<file path="src/rtl/log_engine_arbiter.sv">
// Round-robin front end that shares one iterative integer-log engine among N clients.
// Rejects c<2 locally and bounds every engine run with a WAIT-state timeout.
module log_engine_arbiter #(
    parameter int unsigned N       = 4,
    parameter int unsigned W       = 16,
    parameter int unsigned TIMEOUT = 1024
) (
    input  logic           clk,
    input  logic           reset,
    input  logic [N-1:0]   req,
    input  logic [N*W-1:0] req_c,
    input  logic [N*W-1:0] req_j,
    output logic [N-1:0]   ack,
    output logic [W-1:0]   rsp_g,
    output logic           rsp_err,
    output logic           busy,
    output logic           eng_start,
    output logic           eng_enable,
    output logic [W-1:0]   eng_c,
    output logic [W-1:0]   eng_j,
    input  logic [W-1:0]   eng_g,
    input  logic           eng_done
);

    localparam int unsigned IW = $clog2(N);
    localparam int unsigned TW = $clog2(TIMEOUT);

    localparam logic [1:0] IDLE  = 2'd0;
    localparam logic [1:0] ISSUE = 2'd1;
    localparam logic [1:0] WAIT  = 2'd2;
    localparam logic [1:0] RESP  = 2'd3;

    logic [1:0]    state, state_nx;
    logic [IW-1:0] id, id_nx;
    logic [IW-1:0] rr_ptr, rr_ptr_nx;
    logic [TW-1:0] timer, timer_nx;
    logic [N-1:0]  ack_nx;
    logic [W-1:0]  rsp_g_nx;
    logic          rsp_err_nx;
    logic          busy_nx;
    logic          eng_start_nx;
    logic          eng_enable_nx;
    logic [W-1:0]  eng_c_nx, eng_j_nx;

    logic [N-1:0]  eligible;
    logic          found;
    logic [IW-1:0] pick;
    logic [W-1:0]  pick_c, pick_j;
    int unsigned   scan_idx;

    // A requester still sees its ack while we are back in IDLE; never re-serve it then.
    assign eligible = req & ~ack;

    // Round-robin search starting at rr_ptr.
    always_comb begin
        found    = 1'b0;
        pick     = '0;
        scan_idx = 0;
        for (int unsigned k = 0; k < N; k++) begin
            scan_idx = 32'(rr_ptr) + k;
            if (scan_idx >= N) scan_idx = scan_idx - N;
            if (!found && eligible[IW'(scan_idx)]) begin
                found = 1'b1;
                pick  = IW'(scan_idx);
            end
        end
    end

    always_comb begin
        pick_c = '0;
        pick_j = '0;
        for (int unsigned i = 0; i < N; i++) begin
            if (pick == IW'(i)) begin
                pick_c = req_c[i*W +: W];
                pick_j = req_j[i*W +: W];
            end
        end
    end

    always_comb begin
        state_nx      = state;
        id_nx         = id;
        rr_ptr_nx     = rr_ptr;
        timer_nx      = timer;
        ack_nx        = '0;
        rsp_g_nx      = rsp_g;
        rsp_err_nx    = rsp_err;
        eng_start_nx  = 1'b0;
        eng_enable_nx = eng_enable;
        eng_c_nx      = eng_c;
        eng_j_nx      = eng_j;
        case (state)
            IDLE: begin
                if (found) begin
                    id_nx     = pick;
                    rr_ptr_nx = (pick == IW'(N - 1)) ? '0 : pick + 1'b1;
                    if (pick_c < W'(2)) begin
                        state_nx   = RESP;
                        rsp_err_nx = 1'b1;
                        rsp_g_nx   = '0;
                    end else begin
                        state_nx      = ISSUE;
                        eng_c_nx      = pick_c;
                        eng_j_nx      = pick_j;
                        eng_start_nx  = 1'b1;
                        eng_enable_nx = 1'b1;
                    end
                end
            end
            ISSUE: begin
                state_nx      = WAIT;
                timer_nx      = '0;
                eng_enable_nx = 1'b1;
            end
            WAIT: begin
                eng_enable_nx = 1'b1;
                if (eng_done) begin
                    state_nx      = RESP;
                    rsp_g_nx      = eng_g;
                    rsp_err_nx    = 1'b0;
                    eng_enable_nx = 1'b0;
                end else if (timer == TW'(TIMEOUT - 1)) begin
                    state_nx      = RESP;
                    rsp_g_nx      = '0;
                    rsp_err_nx    = 1'b1;
                    eng_enable_nx = 1'b0;
                end else begin
                    timer_nx = timer + 1'b1;
                end
            end
            RESP: begin
                state_nx      = IDLE;
                ack_nx[id]    = 1'b1;
                eng_enable_nx = 1'b0;
            end
            default: begin
                state_nx      = IDLE;
                eng_enable_nx = 1'b0;
            end
        endcase
        busy_nx = (state_nx != IDLE);
    end

    always_ff @(posedge clk) begin
        if (reset) begin
            state      <= IDLE;
            id         <= '0;
            rr_ptr     <= '0;
            timer      <= '0;
            ack        <= '0;
            rsp_g      <= '0;
            rsp_err    <= 1'b0;
            busy       <= 1'b0;
            eng_start  <= 1'b0;
            eng_enable <= 1'b0;
            eng_c      <= '0;
            eng_j      <= '0;
        end else begin
            state      <= state_nx;
            id         <= id_nx;
            rr_ptr     <= rr_ptr_nx;
            timer      <= timer_nx;
            ack        <= ack_nx;
            rsp_g      <= rsp_g_nx;
            rsp_err    <= rsp_err_nx;
            busy       <= busy_nx;
            eng_start  <= eng_start_nx;
            eng_enable <= eng_enable_nx;
            eng_c      <= eng_c_nx;
            eng_j      <= eng_j_nx;
        end
    end

endmodule

</file>
<file path="config.mk">
export PLATFORM = sky130hd
export DESIGN_NAME = log_engine_arbiter
export DESIGN_NICKNAME = d
export VERILOG_FILES = /design/src/rtl/log_engine_arbiter.sv
export SDC_FILE = /design/constraint.sdc
export NUM_CORES = 1
export LEC_CHECK = 0
export ABC_AREA = 1
export CAP_MARGIN = 20
export CORE_MARGIN = 1
export CORE_UTILIZATION = 42
export CTS_CLUSTER_DIAMETER = 80
export DETAILED_ROUTE_END_ITERATION = 16
export PLACE_DENSITY = 0.83
export SLEW_MARGIN = 0
export SYNTH_ARGS = -nofsm -noshare
export SYNTH_HDL_FRONTEND = slang
export SYNTH_SLANG_ARGS = --single-unit
export TNS_END_PERCENT = 5
</file>
<file path="constraint.sdc">
create_clock -name clk -period 4.2 [get_ports clk]
set_input_delay 0.42 -clock clk [delete_from_list [all_inputs] [get_ports clk]]
set_output_delay 0.42 -clock clk [all_outputs]
set_load 0.02 [all_outputs]
</file>
Word-level counts from Yosys, hierarchy flattened
Cells that the tools add are included.
W data, S select, Z words.

word-level totals
  word-level logic and storage cells = 125
  register bits = 72
  output and inout port bits = 56

cells by class
  order comparisons = 11
  add/subtract/negate cells = 9
  eq/ne operators = 13
  bitwise operators = 6
  muxes and demuxes = 55
  reduce and logical (&&, ||, !) cells = 19

operator list
  operator                 count
  $mux W16                 12
  $pmux W16 S2             1
  $mux W2                  13
  $mux W10                 2
  $pmux W10 S2             1
  $mux W1                  18
  $lt A16 B2 Y1 const B    1
  $lt A2 B3 Y1 const B     5
  $add A10 B1 Y10 const B  1
  $eq A10 B10 Y1 const B   1
  $ne A2 B2 Y1 const B     5
  $ge A3 B3 Y1 const B     3
  $bmux W1 S2              4
  $eq A2 B2 Y1 const B     4
  $pmux W2 S4              1
  $sub A2 B1 Y2 const B    4
  $add A2 B2 Y3 const B    2
  $reduce_and A3 Y1        2
  $reduce_bool A2 Y1       3
  $and A4 B4 Y4            1
  $eq A2 B1 Y1 const B     2
  $logic_and A1 B1 Y1      4
  $logic_not A2 Y1         2
  $not A1 Y1               4
  other kinds (14)         17

Depth between registers and ports, before layout
Gate-level depths: netlist (run 1).

  depth after elaboration = 24
  gate-level depth with buffers = 29
  gate-level depth less buffers = 26

Worst setup path after synthesis (run 1)
Ideal clock, no wire load.

  path type = register to register
  start point = reg rr_ptr[0]
  end point = reg eng_c[4]
  stages on the path, launching flop included = 24
  period minus slack after synthesis = 3102 ps
  slack = 1098 ps
  data required time = 4084 ps
  arrival = 2986 ps
  cell sequence = dfxtp_1 buf_4 inv_2 nand3_1 and2_1 nand2_1 nand2_1 nand3_2 nor2_4 o21ai_0 inv_1 ha_1 clkbuf_1 a21oi_1 nand2_1 a21oi_1 nand3_1 nor2_1 nand2_1 nand2_2 inv_2 buf_2 nor2_1 nor2_1

between the ends
  longest elaborated chain between the ends = 22
  elaborated cells on any way between the ends = 48

ends and longest elaborated chain
  item                                                                    RTL line  RTL
  start: declaration                                                      35        logic [IW-1:0] rr_ptr, rr_ptr_nx;
  start signal: assignment                                                161       rr_ptr <= rr_ptr_nx;
  parallel branches: the longest is 13 deep, another holds $add A2 B1 Y3  n/a
  $mux W2 *                                                               62        if (!found && eligible[IW'(scan_idx)]) begin
  named net pick[0]                                                       47        logic [IW-1:0] pick;
  $logic_not A2 Y1                                                        73        if (pick == IW'(i)) begin
  $mux W16 (3 in a row)                                                   73
  $mux W16 *                                                              73
  $lt A16 B2 Y1                                                           97        if (pick_c < W'(2)) begin
  $not A1 Y1 (no line)                                                    n/a
  $reduce_and A3 Y1 (no line)                                             n/a
  end signal: assignment                                                  169       eng_c <= eng_c_nx;
  end: declaration                                                        19        output logic [W-1:0] eng_c,

Mark *: on every way through the listed nets, which the timed path passes. The select of a mux whose other input is x is not followed.
A chain may end at the register's enable or synchronous reset.

Worst setup path in the final report (run 1)
  start point = reg rr_ptr[0]
  end point = reg eng_j[8]

between the ends
  longest elaborated chain between the ends = 22
  elaborated cells on any way between the ends = 52

ends and longest elaborated chain
  item                                                                    RTL line  RTL
  parallel branches: the longest is 13 deep, another holds $add A2 B1 Y3  n/a
  $mux W2 *                                                               62
  named net pick[0]                                                       47
  $logic_not A2 Y1                                                        73
  $mux W16 (4 in a row)                                                   73
  $lt A16 B2 Y1                                                           97
  $not A1 Y1 (no line)                                                    n/a
  $reduce_and A3 Y1 (no line)                                             n/a
  end signal: assignment                                                  170       eng_j <= eng_j_nx;
  end: declaration                                                        20        output logic [W-1:0] eng_j,

Marks and branches as above.

==> impl_metrics.csv, run 1 <==
group,metric,value,unit
drt,wl_per_cell,13.8,µm
place,io_buffers,206,
global_route,grt_max_degree,39,
die,initial_utilization,43.7,%
power,p_int,2490,µW
synth,ys_types,35,
synth,synthTopCellsByArea,"dfxtp_1, nand2_1, nor2_1",
die,num_rows,36,
status,status,"finished clean",
synth,synth_top_area_share,33.4,%
final_layout,drive_above_1_share,5.02,%
final_layout,final_util,67.0,%
place,gp_congestion,0.943,
final_layout,diodes,0,
timing,drv_slew,0,
synth,syn_inst,682,
timing,setup_viol,0,
synth,synth-seq-area-share,33.4,%
cts,post_cts_buffers,0,
place,dp_hpwl,11.0,mm
timing,fmax,268,MHz
drt,final_antenna_net_count,0,
die,die_y,103,µm
drt,wl,13.9,mm
power,p_per_area,770,nW/µm²
cts,htreeDepth,3,
synth,synth-seq-cells,72,
timing,rsz0062_at_grt,"no",
global_route,grt-ovfl-total,0,
timing,clock_skew,0.0120,ns
job,drv_cap,0,
drt,first_pass_iters,4,
power,pwr-share-seq,19.4,%
power,p_leak,0.00281,µW
die,design.core.area,9860,µm²
global_route,grt_antenna_before_repair,0,
worst_setup_path,cp-end-kind,"register",
drt,avgViaCountPerCell,5.09,
cts,path_clk_slew,0.07,ns
cts,cts_tree,"done",
final_layout,area_growth,53.3,%
timing,post-route-period-util,88.9,%
worst_setup_path,crit_path_max_fanout,32,
drt,drt-initial-drc-count,213,
worst_setup_path,worstSetupPathType,"register to register",
synth,ys.warnings.count,0,
power,switching_share,51.2,%
final_layout,final_cell_mix,"clkdlybuf4s50_1, nand2_1, nor2_1",
final_layout,finalInstanceArea,6610,µm²
final_layout,final_net_count,1034,
synth,synth.largest_area_cell,"dfxtp_1",
synth,synth_nets,843,
place,dpl-instance-area,6420,µm²
power,ir_drop,0.398,mV
hold_path,hp-class,"register to register",
worst_setup_path,crit_arrival,4.00,ns
worst_setup_path,critPathLaunchType,"register",
timing,worst_pin_slew,0.789,ns
worst_setup_path,reg2reg_depth,22,
die,ios,207,
die,fp.dieArea,10700,µm²
drt,vias,5140,
power,clockPowerShare,9.0,%
worst_setup_path,reg2reg_to,"eng_j[8]",
cts,ctsHoldBuffers,0,
timing,min_period,3.73,ns
global_route,grt_pass1_vias,4772,
worst_setup_path,crit_required,4.46,ns
global_route,grt_pass1_wl,21.6,mm
worst_setup_path,startpoint,"rr_ptr[0]",
cts,clock_latency,0.34,ns
cts,cts_root_buffer,"clkbuf_8",
synth,syn_area_per_cell,6.33,µm²
global_route,track_usage,26.3,%
power,comb_power_share,71.5,%
synth,syn-cell-area,4310,µm²
timing,relSlewSlack,47.4,%
final_layout,final_common_cell,"clkdlybuf4s50_1",
drt,drc,0,
worst_setup_path,r2r_start,"rr_ptr[0]",
worst_setup_path,r2r_slack,0.47,ns
cts,cts_sinks,72,
power,switchingPower,2600,µW
cts,cts_inserted_buffers,9,
timing,final_hold_viol_count,0,
timing,setup-tns-final,0,ns
cts,clockBufferDepth,2,
die,dieWidth,103,µm
worst_setup_path,crit_path_end,"eng_j[8]",
==> flip-flops by register name (all words and copies together) (netlist names) <==
register / flops
eng_c: 16
eng_enable: 1
rr_ptr: 2
rsp_err: 1
eng_j: 16
id: 2
rsp_g: 16
eng_start: 1
busy: 1
timer: 10
ack: 4
state: 2
==> worst max-delay path: stages, from the launching register on <==
cell,delay [ns]
dfxtp_1,0.56
nand3_1,0.16
and2_1,0.21
nand2_1,0.06
nand2_1,0.10
nand3_2,0.14
nor2_4,0.04
o21ai_1,0.25
inv_1,0.14
ha_1,0.25
buf_4,0.24
a21oi_1,0.17
nand2_1,0.07
nand2_1,0.07
nand2_1,0.09
nor2_1,0.09
nand2_1,0.07
nor2_1,0.12
nand2_1,0.12
nand2_2,0.23
buf_4,0.24
nand2_1,0.08
a21oi_1,0.14
==> Yosys cell counts <==
cell,count
and3_1,1
inv_1,45
nand3_1,41
nor2_4,1
clkbuf_1,14
nand2_1,197
nor3_1,7
clkinv_1,1
a311oi_1,1
a21boi_1,1
a221oi_1,17
buf_1,3
o21bai_1,1
nand2_2,3
nand4_1,4
nor2_1,124
a21oi_1,60
o211ai_1,1
buf_2,12
nand3_4,1
nand3_2,1
inv_2,4
buf_4,5
buf_6,4
dfxtp_1,72
o31ai_1,17
a21oi_2,1
xnor2_2,1
o21ai_0,20
nor3b_1,2
o21a_1,1
nor2_2,4
xor2_1,3
and2_1,2
ha_1,10
==> metrics by stage <==
step | power [µW] | setup WS (ns) | hold WS (ns) | instances
6_report | 5090 | 0.468 | 0.452 | 1009
4_1_cts | 5070 | 0.279 | 0.452 | 1008
5_1_grt | 5600 | 0.0285 | 0.472 | 1009
2_1_floorplan | 3630 | 1.10 | 0.423 | 682
3_3_place_gp | 4500 | 0.190 | 0.435 | 994
3_5_place_dp | 4610 | 0.0507 | 0.443 | 994
==> power groups by stage <==
stage	clock network (µW)	registers, µW	logic, µW
after floorplan	0	1160	2460
final	460	989	3640
after CTS	467	990	3620
after detailed placement	0	1000	3600
after global routing	507	1010	4080
after global placement	0	992	3510
==> per-layer routing <==
layer	global-route usage (%)	part of all wire [%]	up-vias
met4	14.8	4.6	0
met3	6.59	6.1	52
met5	0	0	-
met2	46.9	51	185
li1	-	-	2592
met1	28.3	39	2311
==> area by class of cell <==
cell class | instances | area [µm²]
sequential | 72 | 1440
fill | 818 | 3250
clock buffer | 10 | 138
clock inverter | 4 | 22.5
timing repair buffer | 218 | 2170
tap | 133 | 166
inverter | 50 | 190
multi-input combinational | 522 | 2480
==> worst min-delay path by stage <==
stage | from | to | slack, ns | depth (start not counted)
2_1_floorplan | id[0] | ack[2] | 0.42 | 1
3_3_place_gp | id[0] | ack[2] | 0.44 | 1
3_5_place_dp | id[0] | ack[2] | 0.44 | 1
4_1_cts | id[0] | ack[2] | 0.45 | 1
5_1_grt | id[0] | ack[0] | 0.47 | 1
6_report | id[0] | ack[2] | 0.45 | 1
==> logic make-up after synthesis <==
group,Yosys count,synth area share [%]
AO/OA/AOI/OAI,120,16.8
buffers and inverters,88,9.14
flip-flops,72,33.4
XOR/XNOR,4,0.986
adder cells (fa/ha/maj),10,2.90
AND/OR/NAND/NOR,388,36.8
==> repair_timing <==
| action | CTS | global route |
|---|---|---|
| setup endpoints to repair | 0 | 31 |
| endpoints found under the hold margin | 0 | 0 |
| gates resized for setup | 0 | 4 |
(Power assumes the default switching activity.)
==> run 2, diff against run 1 <==
Settings changed: CORE_UTILIZATION 42 to 44, DONT_BUFFER_PORTS set to 1, PLACE_DENSITY 0.83 to 0.6.
==> run 2 against run 1 <==
  * First-iteration DRC count fell by 12%
  * Final cell count fell by 21%
  * Wire length fell by 14%
  * Design area fell by 32%
  * Critical path type unchanged
  * Setup slack got worse by 0.0034 ns
==> impl_metrics.csv, run 2 (synthesized netlist as in run 1, its figures left out) <==
group,metric,value,unit
status,status,"finished clean",
timing,rsz0062_at_grt,"no",
final_layout,drive_above_1_share,6.72,%
cts,clockBufferDepth,2,
timing,worst_pin_slew,0.779,ns
global_route,grt_antenna_before_repair,0,
cts,cts_inserted_buffers,9,
die,dieWidth,101,µm
drt,first_pass_iters,4,
place,io_buffers,0,
global_route,grt-ovfl-total,0,
worst_setup_path,crit_path_max_fanout,34,
power,p_leak,0.00201,µW
worst_setup_path,r2r_slack,0.46,ns
cts,path_clk_slew,0.08,ns
cts,cts_tree,"done",
die,design.core.area,9370,µm²
final_layout,final_util,48.3,%
worst_setup_path,critPathLaunchType,"register",
cts,post_cts_buffers,0,
worst_setup_path,reg2reg_to,"eng_c[4]",
power,switchingPower,2530,µW
final_layout,diodes,0,
worst_setup_path,reg2reg_depth,22,
cts,cts_sinks,72,
die,die_y,101,µm
drt,vias,4287,
final_layout,finalNonFillerCells,799,
power,comb_power_share,63.6,%
cts,ctsHoldBuffers,0,
die,num_rows,35,
final_layout,final_common_cell,"nand2_1",
timing,clock_skew,0.0119,ns
timing,drv_slew,0,
cts,htreeDepth,3,
drt,drt-initial-drc-count,187,
final_layout,final_net_count,826,
hold_path,hp-class,"primary input to register",
power,finalPower,4630,µW
worst_setup_path,crit_arrival,4.01,ns
power,switching_share,54.7,%
timing,final_hold_viol_count,0,
cts,cts_root_buffer,"clkbuf_8",
cts,clock_latency,0.34,ns
power,ir_drop,0.382,mV
die,initial_utilization,46.0,%
die,fp.dieArea,10200,µm²
final_layout,final_cell_mix,"nand2_1, nor2_1, dfxtp_1",
drt,avgViaCountPerCell,5.37,
power,clockPowerShare,10.4,%
timing,relSlewSlack,48.1,%
drt,wl_per_cell,14.9,µm
worst_setup_path,startpoint,"rr_ptr[1]",
final_layout,area_growth,4.93,%
final_layout,top_regs,"eng_c: 16 flops, eng_j: 16 flops, rsp_g: 16 flops",
global_route,track_usage,23.1,%
power,p_int,2100,µW
power,pwr-share-seq,26.0,%
cts,postCtsResizedCells,0,
timing,min_period,3.74,ns
timing,post-route-period-util,88.9,%
drt,drc,0,
drt,wl,11.9,mm
global_route,grt_pass1_wl,18.6,mm
drt,final_antenna_net_count,0,
place,gp_congestion,0.891,
global_route,grt_max_degree,35,
power,p_per_area,1020,nW/µm²
worst_setup_path,worstSetupPathType,"register to register",
timing,setup-tns-final,0,ns
die,ios,207,
worst_setup_path,cp-end-kind,"register",
worst_setup_path,r2r_start,"rr_ptr[1]",
timing,setup_viol,0,
job,drv_cap,0,
global_route,grt_pass1_vias,3938,
worst_setup_path,crit_path_end,"eng_c[4]",
worst_setup_path,crit_required,4.48,ns
timing,fmax,268,MHz
place,dp_hpwl,8.89,mm
place,dp_cells,783,
run 2: power by group through the flow:
stage / Sequential (µW) / Clock [µW] / Combinational, µW
after detailed placement: 1220 / 0 / 2920
after global placement: 1220 / 0 / 2860
after floorplan: 1160 / 0 / 2460
after global routing: 1230 / 534 / 3360
after CTS: 1210 / 502 / 2940
final: 1200 / 483 / 2940
run 2: how the worst min path moves through the flow:
stage / from / cells past startpoint / to
2_1_floorplan: id[0] / 1 / ack[2]
3_3_place_gp: id[0] / 1 / ack[2]
3_5_place_dp: id[0] / 1 / ack[2]
4_1_cts: reset / 1 / eng_j[15]
5_1_grt: reset / 1 / eng_c[0]
6_report: reset / 1 / eng_j[15]
run 2: critical path: stages (launching register included):
cell and delay [ns]:
dfxtp_1 0.46, xnor2_2 0.17, inv_1 0.11, nand2_1 0.08, nand2_1 0.11, nand3_2 0.13
nor2_4 0.06, o21ai_0 0.33, inv_1 0.15, ha_1 0.26, buf_4 0.25, a21oi_1 0.16
nand2_1 0.07, nand2_1 0.06, nand2_1 0.06, nor2_1 0.11, nand2_1 0.07, nor2_1 0.14
nand2_1 0.13, nand2_2 0.12, buf_4 0.31, o21ai_0 0.20, nor2_1 0.11
run 2: layout make-up:
class | instances | area (µm²)
clock buffer | 9 | 124
clock inverter | 7 | 47.5
fill | 1044 | 4840
inverter | 50 | 193
multi-input combinational | 522 | 2480
sequential | 72 | 1440
tap | 129 | 161
timing repair buffer | 10 | 75.1
run 2: metrics by stage:
step / cell area, µm² / worst slack, ns / hold slack [ns]
final: 4530 / 0.464 / 0.132
after global routing: 4530 / 0.0596 / 0.103
after CTS: 4520 / 0.386 / 0.110
after detailed placement: 4350 / 0.406 / 0.444
after global placement: 4350 / 0.498 / 0.432
after floorplan: 4310 / 1.10 / 0.423
run 2: per-layer routing:
layer  part of all wire, %  GRT usage (%)  routed length [µm]
met3                   8.8           7.49                1050
met4                   2.3           10.0                 272
met1                    41           26.3                4870
met2                    48           39.6                5700
met5                     0              0                   0
==> variant 1 (settings of run 1) <==
The parameter `TIMEOUT` goes from 1024 to 512.
--- a/src/rtl/log_engine_arbiter.sv
+++ b/src/rtl/log_engine_arbiter.sv
@@ -3,7 +3,7 @@
 module log_engine_arbiter #(
     parameter int unsigned N       = 4,
     parameter int unsigned W       = 16,
-    parameter int unsigned TIMEOUT = 1024
+    parameter int unsigned TIMEOUT = 512
 ) (
     input  logic           clk,
     input  logic           reset,
Function: no difference found for any inputs over 4 cycles, from zero or initial values and one cycle with reset high; that may be too few to reach the edited logic, so the function may still have changed.
==> variant 1 against run 1 <==
Wire length increased by 6.3%; sequential cell count decreased by 1; power increased by 15%; final area decreased by 0.72%; via count about the same; non-clock buffer count decreased by 5; critical endpoint is now eng_c[1]; core utilization increased by 0.13 points; global-route usage increased by 1.6 points; area after synthesis decreased by 1.6%; setup slack got worse by 140 ps.
==> variant 1: results (changes against run 1) <==
| Metric | Value |
|---|---|
| Crit Path Max Fanout | 31 (-3.1%) |
| Synth unique cells | 30 (-14%) |
| Quantity of I/O buffers inserted on ports | 206 (unchanged) |
| Vias in the first global route | 4723 (-1.0%) |
| Met1 Track Usage GR | 0.357 (+0.0739) |
| Postcts setup bufs | 0 (unchanged) |
| Worst slew margin | 0.535 (+0.0608) |
| Hold Crit Class | flop to flop |
| Drt first-iter violations | 296 (+39%) |
| Max rail drop VDD | 0.555 mV (+40%) |
| Met3 usage | 0.0631 (-0.00281) |
| Area post-placement | 0.00633 mm^2 (-1.4%) |
| Biggest regs | eng_c: 16 flops, eng_j: 16 flops, rsp_g: 16 flops |
| Top FF cell, synth | dfxtp_1 |
| Ranking of synthesized cells by area | dfxtp_1 (33%), nor2_1 (15%), nand2_1 (14%), a21oi_1 (6.1%), o21ai_0 (6.0%) |
| Pre-CTS WS | 100 ps (+49.4 ps) |
| Via count | 5143 (+0.058%) |
| Drt first pass iters | 6 (+2) |
| Status | finished clean |
| Drt wl/cell | 14.5 um (+5.4%) |
| Post-synth ARST share | 0 (unchanged) |
| RePlAce Congestion | 0.931 (-1.3%) |
| Worst path arrival time | 4140 ps (+140 ps) |
| First-pass GRT wire length | 22500 um (+4.0%) |
| Post-synthesis sequential area ratio | 0.335 (+0.000700) |
| Initial antenna violation count | 0 (unchanged) |
| Gr usage total | 0.279 (+0.0158) |
| H-tree levels | 3 (unchanged) |
| Post-detail-place hpwl | 11500 um (+4.7%) |
| CTS buffer count | 9 (unchanged) |
| Top cells by count, synth | nor2_1 (174), nand2_1 (163), dfxtp_1 (71) |
| Fin nets | 1042 (+0.77%) |
| Largest net degree at the start of global routing | 35 (-10%) |
| Clock Latency Late Sink | 350 ps |
| Yosys warnings | 0 (unchanged) |
| Layout cells sized above 1 | 0.0475 (-0.00277) |
| Net Count, Synth | 854 (+1.3%) |
| Setup Skew | 11.6 ps (-0.414 ps) |
| Worst-path clk slew | 70 ps (about the same) |
| Filler Cells Inserted | 855 (+4.5%) |
| Root buffer cell | clkbuf_8 |
| Antenna fix cells | 0 (unchanged) |
| Leak pwr | 2.89 nW (+3.0%) |
| Met2 GRT Util | 0.451 (-0.0184) |
| Clk buf depth | 2 (unchanged) |
variant 1: cell count changes after synthesis, moves of 4 or more:
cell	before	now
nor2_1	124	174
nand2_1	197	163
o21ai_0	20	51
a221oi_1	17	0
a22oi_1	0	17
o31ai_1	17	0
a21oi_1	60	52
nand3_1	41	34
inv_1	45	49
variant 1: report_power, final:
group,switching (mW),total (mW),internal [mW]
Clock,0.272,0.565,0.293
Combinational,2.64,4.20,1.56
Sequential,0.144,1.06,0.920
variant 1: critical path, cell delays in order:
cell	delay, ps
clkdlybuf4s50_1	480
nand3_1	120
nand3_1	170
nand2_1	110
nand3_2	120
inv_1	90
nor2_1	150
xor2_1	210
nand2_1	160
inv_1	120
ha_1	230
buf_4	240
inv_2	110
nand3_1	100
nand2_1	60
nand2_1	80
nand2_1	70
nor2_1	120
nand2_1	70
nor2_1	110
nand2_1	160
nand2_1	180
buf_6	240
a21oi_1	100
nor2_1	130
variant 1: final cells by class:
cell class	count	area, um^2	area share
timing repair buffer	213	2120	0.323
sequential	71	1420	0.217
inverter	53	201	0.0307
multi-input combinational	532	2450	0.373
tap	133	166	0.0253
clock buffer	10	138	0.0210
clock inverter	6	68.8	0.0105
variant 1: what timing repair did:
action / CTS / global route
endpoints found under the hold margin: 0 / 0
resized for setup: 0 / 8
setup endpoints to repair: 0 / 20
variant 1: path summary, 6_finish.rpt:
kind,startpoint,to,slack (ps),cells after the start
worst max-delay path,req[3],eng_c[1],330,25
worst min-delay path,timer[2],timer[2],480,2
worst max register to register,rr_ptr[1],eng_c[1],370,26
worst min register to register,timer[2],timer[2],480,2
variant 1: per-stage QoR:
step | cells | util
after floorplan | 692 | -
after detailed placement | 1002 | 0.648
final | 1018 | 0.672
after global routing | 1018 | 0.672
after CTS | 1018 | 0.669
after global placement | 1002 | 0.648
variant 1: cells by family (layout without fill, tap and decap cells):
family,after synthesis,after routing,share of synthesized area
XOR/XNOR,2,2,0.00413
AND/OR/NAND/NOR,393,393,0.372
buffers and inverters,89,282,0.0937
adder cells (fa/ha/maj),11,11,0.0324
flip-flops,71,71,0.335
AO/OA/AOI/OAI,126,126,0.163
variant 1: per-layer routing:
metal / routed length (um) / vias to the layer above
li1: - / 2580
met1: 6050 / 2285
met2: 7090 / 234
met3: 1080 / 44
met4: 535 / 0
met5: 0 / -
==> variant 2 (settings of run 1) <==
Without the edit above. Register the output `rsp_err` once more, without a reset; this adds one clock of latency there. The other outputs are not delayed to match.
--- a/src/rtl/log_engine_arbiter.sv
+++ b/src/rtl/log_engine_arbiter.sv
@@ -29,6 +29,8 @@
     localparam logic [1:0] ISSUE = 2'd1;
     localparam logic [1:0] WAIT  = 2'd2;
     localparam logic [1:0] RESP  = 2'd3;
+
+    logic rsp_err_s0;
 
     logic [1:0]    state, state_nx;
     logic [IW-1:0] id, id_nx;
@@ -84,7 +86,7 @@
         timer_nx      = timer;
         ack_nx        = '0;
         rsp_g_nx      = rsp_g;
-        rsp_err_nx    = rsp_err;
+        rsp_err_nx    = rsp_err_s0;
         eng_start_nx  = 1'b0;
         eng_enable_nx = eng_enable;
         eng_c_nx      = eng_c;
@@ -149,7 +151,7 @@
             timer      <= '0;
             ack        <= '0;
             rsp_g      <= '0;
-            rsp_err    <= 1'b0;
+            rsp_err_s0 <= 1'b0;
             busy       <= 1'b0;
             eng_start  <= 1'b0;
             eng_enable <= 1'b0;
@@ -162,7 +164,7 @@
             timer      <= timer_nx;
             ack        <= ack_nx;
             rsp_g      <= rsp_g_nx;
-            rsp_err    <= rsp_err_nx;
+            rsp_err_s0 <= rsp_err_nx;
             busy       <= busy_nx;
             eng_start  <= eng_start_nx;
             eng_enable <= eng_enable_nx;
@@ -171,5 +173,9 @@
         end
     end
 
+    always_ff @(posedge clk) begin
+        rsp_err <= rsp_err_s0;
+    end
+
 endmodule
 
Formal check against the unedited RTL: not equivalent (Yosys sat finds a counterexample within 4 cycles, from zero or initial values and one cycle with reset high).
==> variant 2 against run 1 <==
Sequential power is 1% lower; area after synthesis rose by 0.23%; final area about the same; sequential cell count up 1; highest routed layer unchanged; global-route usage up 0.22 points; setup slack worse by 79 ps; wire length is 0.99% higher; power rose by 3.3%.
==> variant 2: results (changes against run 1) <==
| Metric | Value |
|---|---|
| First-pass GRT wire length | 21900 um (+0.96%) |
| Synth Area in Compound Gates | 0.179 (+0.0106) |
| Via count | 5115 (-0.49%) |
| Setup Skew | 6.43 ps (-5.58 ps) |
| Status | finished clean |
| Post-detail-place hpwl | 10900 um (-1.3%) |
| Gr usage total | 0.265 (+0.00223) |
| Fin nets | 1031 (-0.29%) |
| Hold Startpoint | rsp_err_s0 |
| Flop2flop setup slack | 390 ps (-80 ps) |
| Largest net degree at the start of global routing | 41 (+5.1%) |
| Vias in the first global route | 4874 (+2.1%) |
| Max rail drop VDD | 0.524 mV (+32%) |
| Clk buf depth | 2 (unchanged) |
| Hold Path Sink | rsp_err |
| Worst path arrival time | 4100 ps (+100 ps) |
| RePlAce Congestion | 0.875 (-7.2%) |
| Synth unique cells | 31 (-11%) |
| Filler Cells Inserted | 844 (+3.2%) |
| Post-synthesis sequential area ratio | 0.338 (+0.00386) |
| Drt first pass iters | 5 (+1) |
| Yosys warnings | 0 (unchanged) |
| Layout cells sized above 1 | 0.0503 (+0.000115) |
| Leak pwr | 2.69 nW (-4.3%) |
| Reg2Reg Capture Point | eng_c[7] |
| Number of stages on the worst hold path | 0 (-1) |
| Top cells by count, synth | nand2_1 (161), nor2_1 (141), dfxtp_1 (73) |
| Worst slew margin | 0.319 (-0.156) |
| Crit Path Max Fanout | 31 (-3.1%) |
| Drt wl/cell | 13.9 um (+1.2%) |
| Synth Area in Adders | 0.0289 (-0.0000671) |
| Hold_ws | 354 ps (-97.4 ps) |
| Post-synth ARST share | 0 (unchanged) |
| Drt first-iter violations | 199 (-6.6%) |
| Sw power | 2.69 mW (+3.4%) |
-- variant 2: changes by cell type after synthesis, sizes merged, moves of 4 or more --
cell | before | now
o31ai | 17 | 0
a221oi | 17 | 0
nand3 | 43 | 48
a21oi | 61 | 65
nor2 | 129 | 145
nand2 | 200 | 167
inv | 49 | 36
a22oi | 0 | 17
o21ai | 20 | 57
-- variant 2: worst max path at each step --
stage          startpoint         to  depth (start not counted)
6_report        rr_ptr[0]   eng_c[7]                         22
5_1_grt         rr_ptr[0]   eng_c[7]                         24
4_1_cts         rr_ptr[0]  eng_c[12]                         22
3_5_place_dp       req[3]   rsp_g[9]                         22
3_3_place_gp       req[3]   eng_c[1]                         23
2_1_floorplan      ack[2]   rsp_g[7]                         21
-- variant 2: kinds of logic (layout without fill, tap and decap cells) --
family | Yosys count | in the layout
flip-flops | 73 | 73
adder cells (fa/ha/maj) | 10 | 10
AO/OA/AOI/OAI | 143 | 143
AND/OR/NAND/NOR | 380 | 380
buffers and inverters | 77 | 267
XOR/XNOR | 1 | 1
-- variant 2: timing repair --
item | CTS | global route
endpoints found under the setup margin | 0 | 43
hold buffers | 0 | 0
resized for setup | 0 | 1
-- variant 2: area by class of cell --
| class | count | area, um^2 | area share |
|---|---|---|---|
| sequential | 73 | 1460 | 0.221 |
| inverter | 38 | 148 | 0.0223 |
| clock inverter | 5 | 80.1 | 0.0121 |
| timing repair buffer | 214 | 2120 | 0.321 |
| clock buffer | 10 | 138 | 0.0208 |
| multi-input combinational | 534 | 2490 | 0.377 |
| tap | 133 | 166 | 0.0252 |
-- variant 2: critical path, delay by kind of cell (launching register included) --
kind / cells / cell delay [ps]
and+or+nand+nor: 12 / 1420
buffers and inverters: 5 / 830
AOI/OAI and AO/OA: 4 / 650
DFF: 1 / 460
adders and majority gates: 1 / 400
-- variant 2: power groups by stage --
stage	Combinational [mW]	Sequential (mW)	Clock, mW
after CTS	3.66	0.973	0.609
final	3.69	0.976	0.595
after floorplan	2.63	1.12	0
after detailed placement	3.65	0.986	0
after global routing	4.19	0.994	0.642
after global placement	3.56	0.982	0
-- variant 2: stage by stage --
step	instances	cell area [um^2]	setup slack, ps
after global routing	1007	6610	89.4
after global placement	992	6390	264
after detailed placement	992	6390	140
after CTS	1007	6610	309
after floorplan	684	4320	1090
final	1007	6610	389
-- variant 2: metal layers --
metal,vias up,GRT usage,part of all wire
met1,2277,0.287,0.38
li1,2606,-,-
met5,-,0,0
met2,198,0.475,0.51
met3,34,0.0894,0.080
met4,0,0.105,0.029
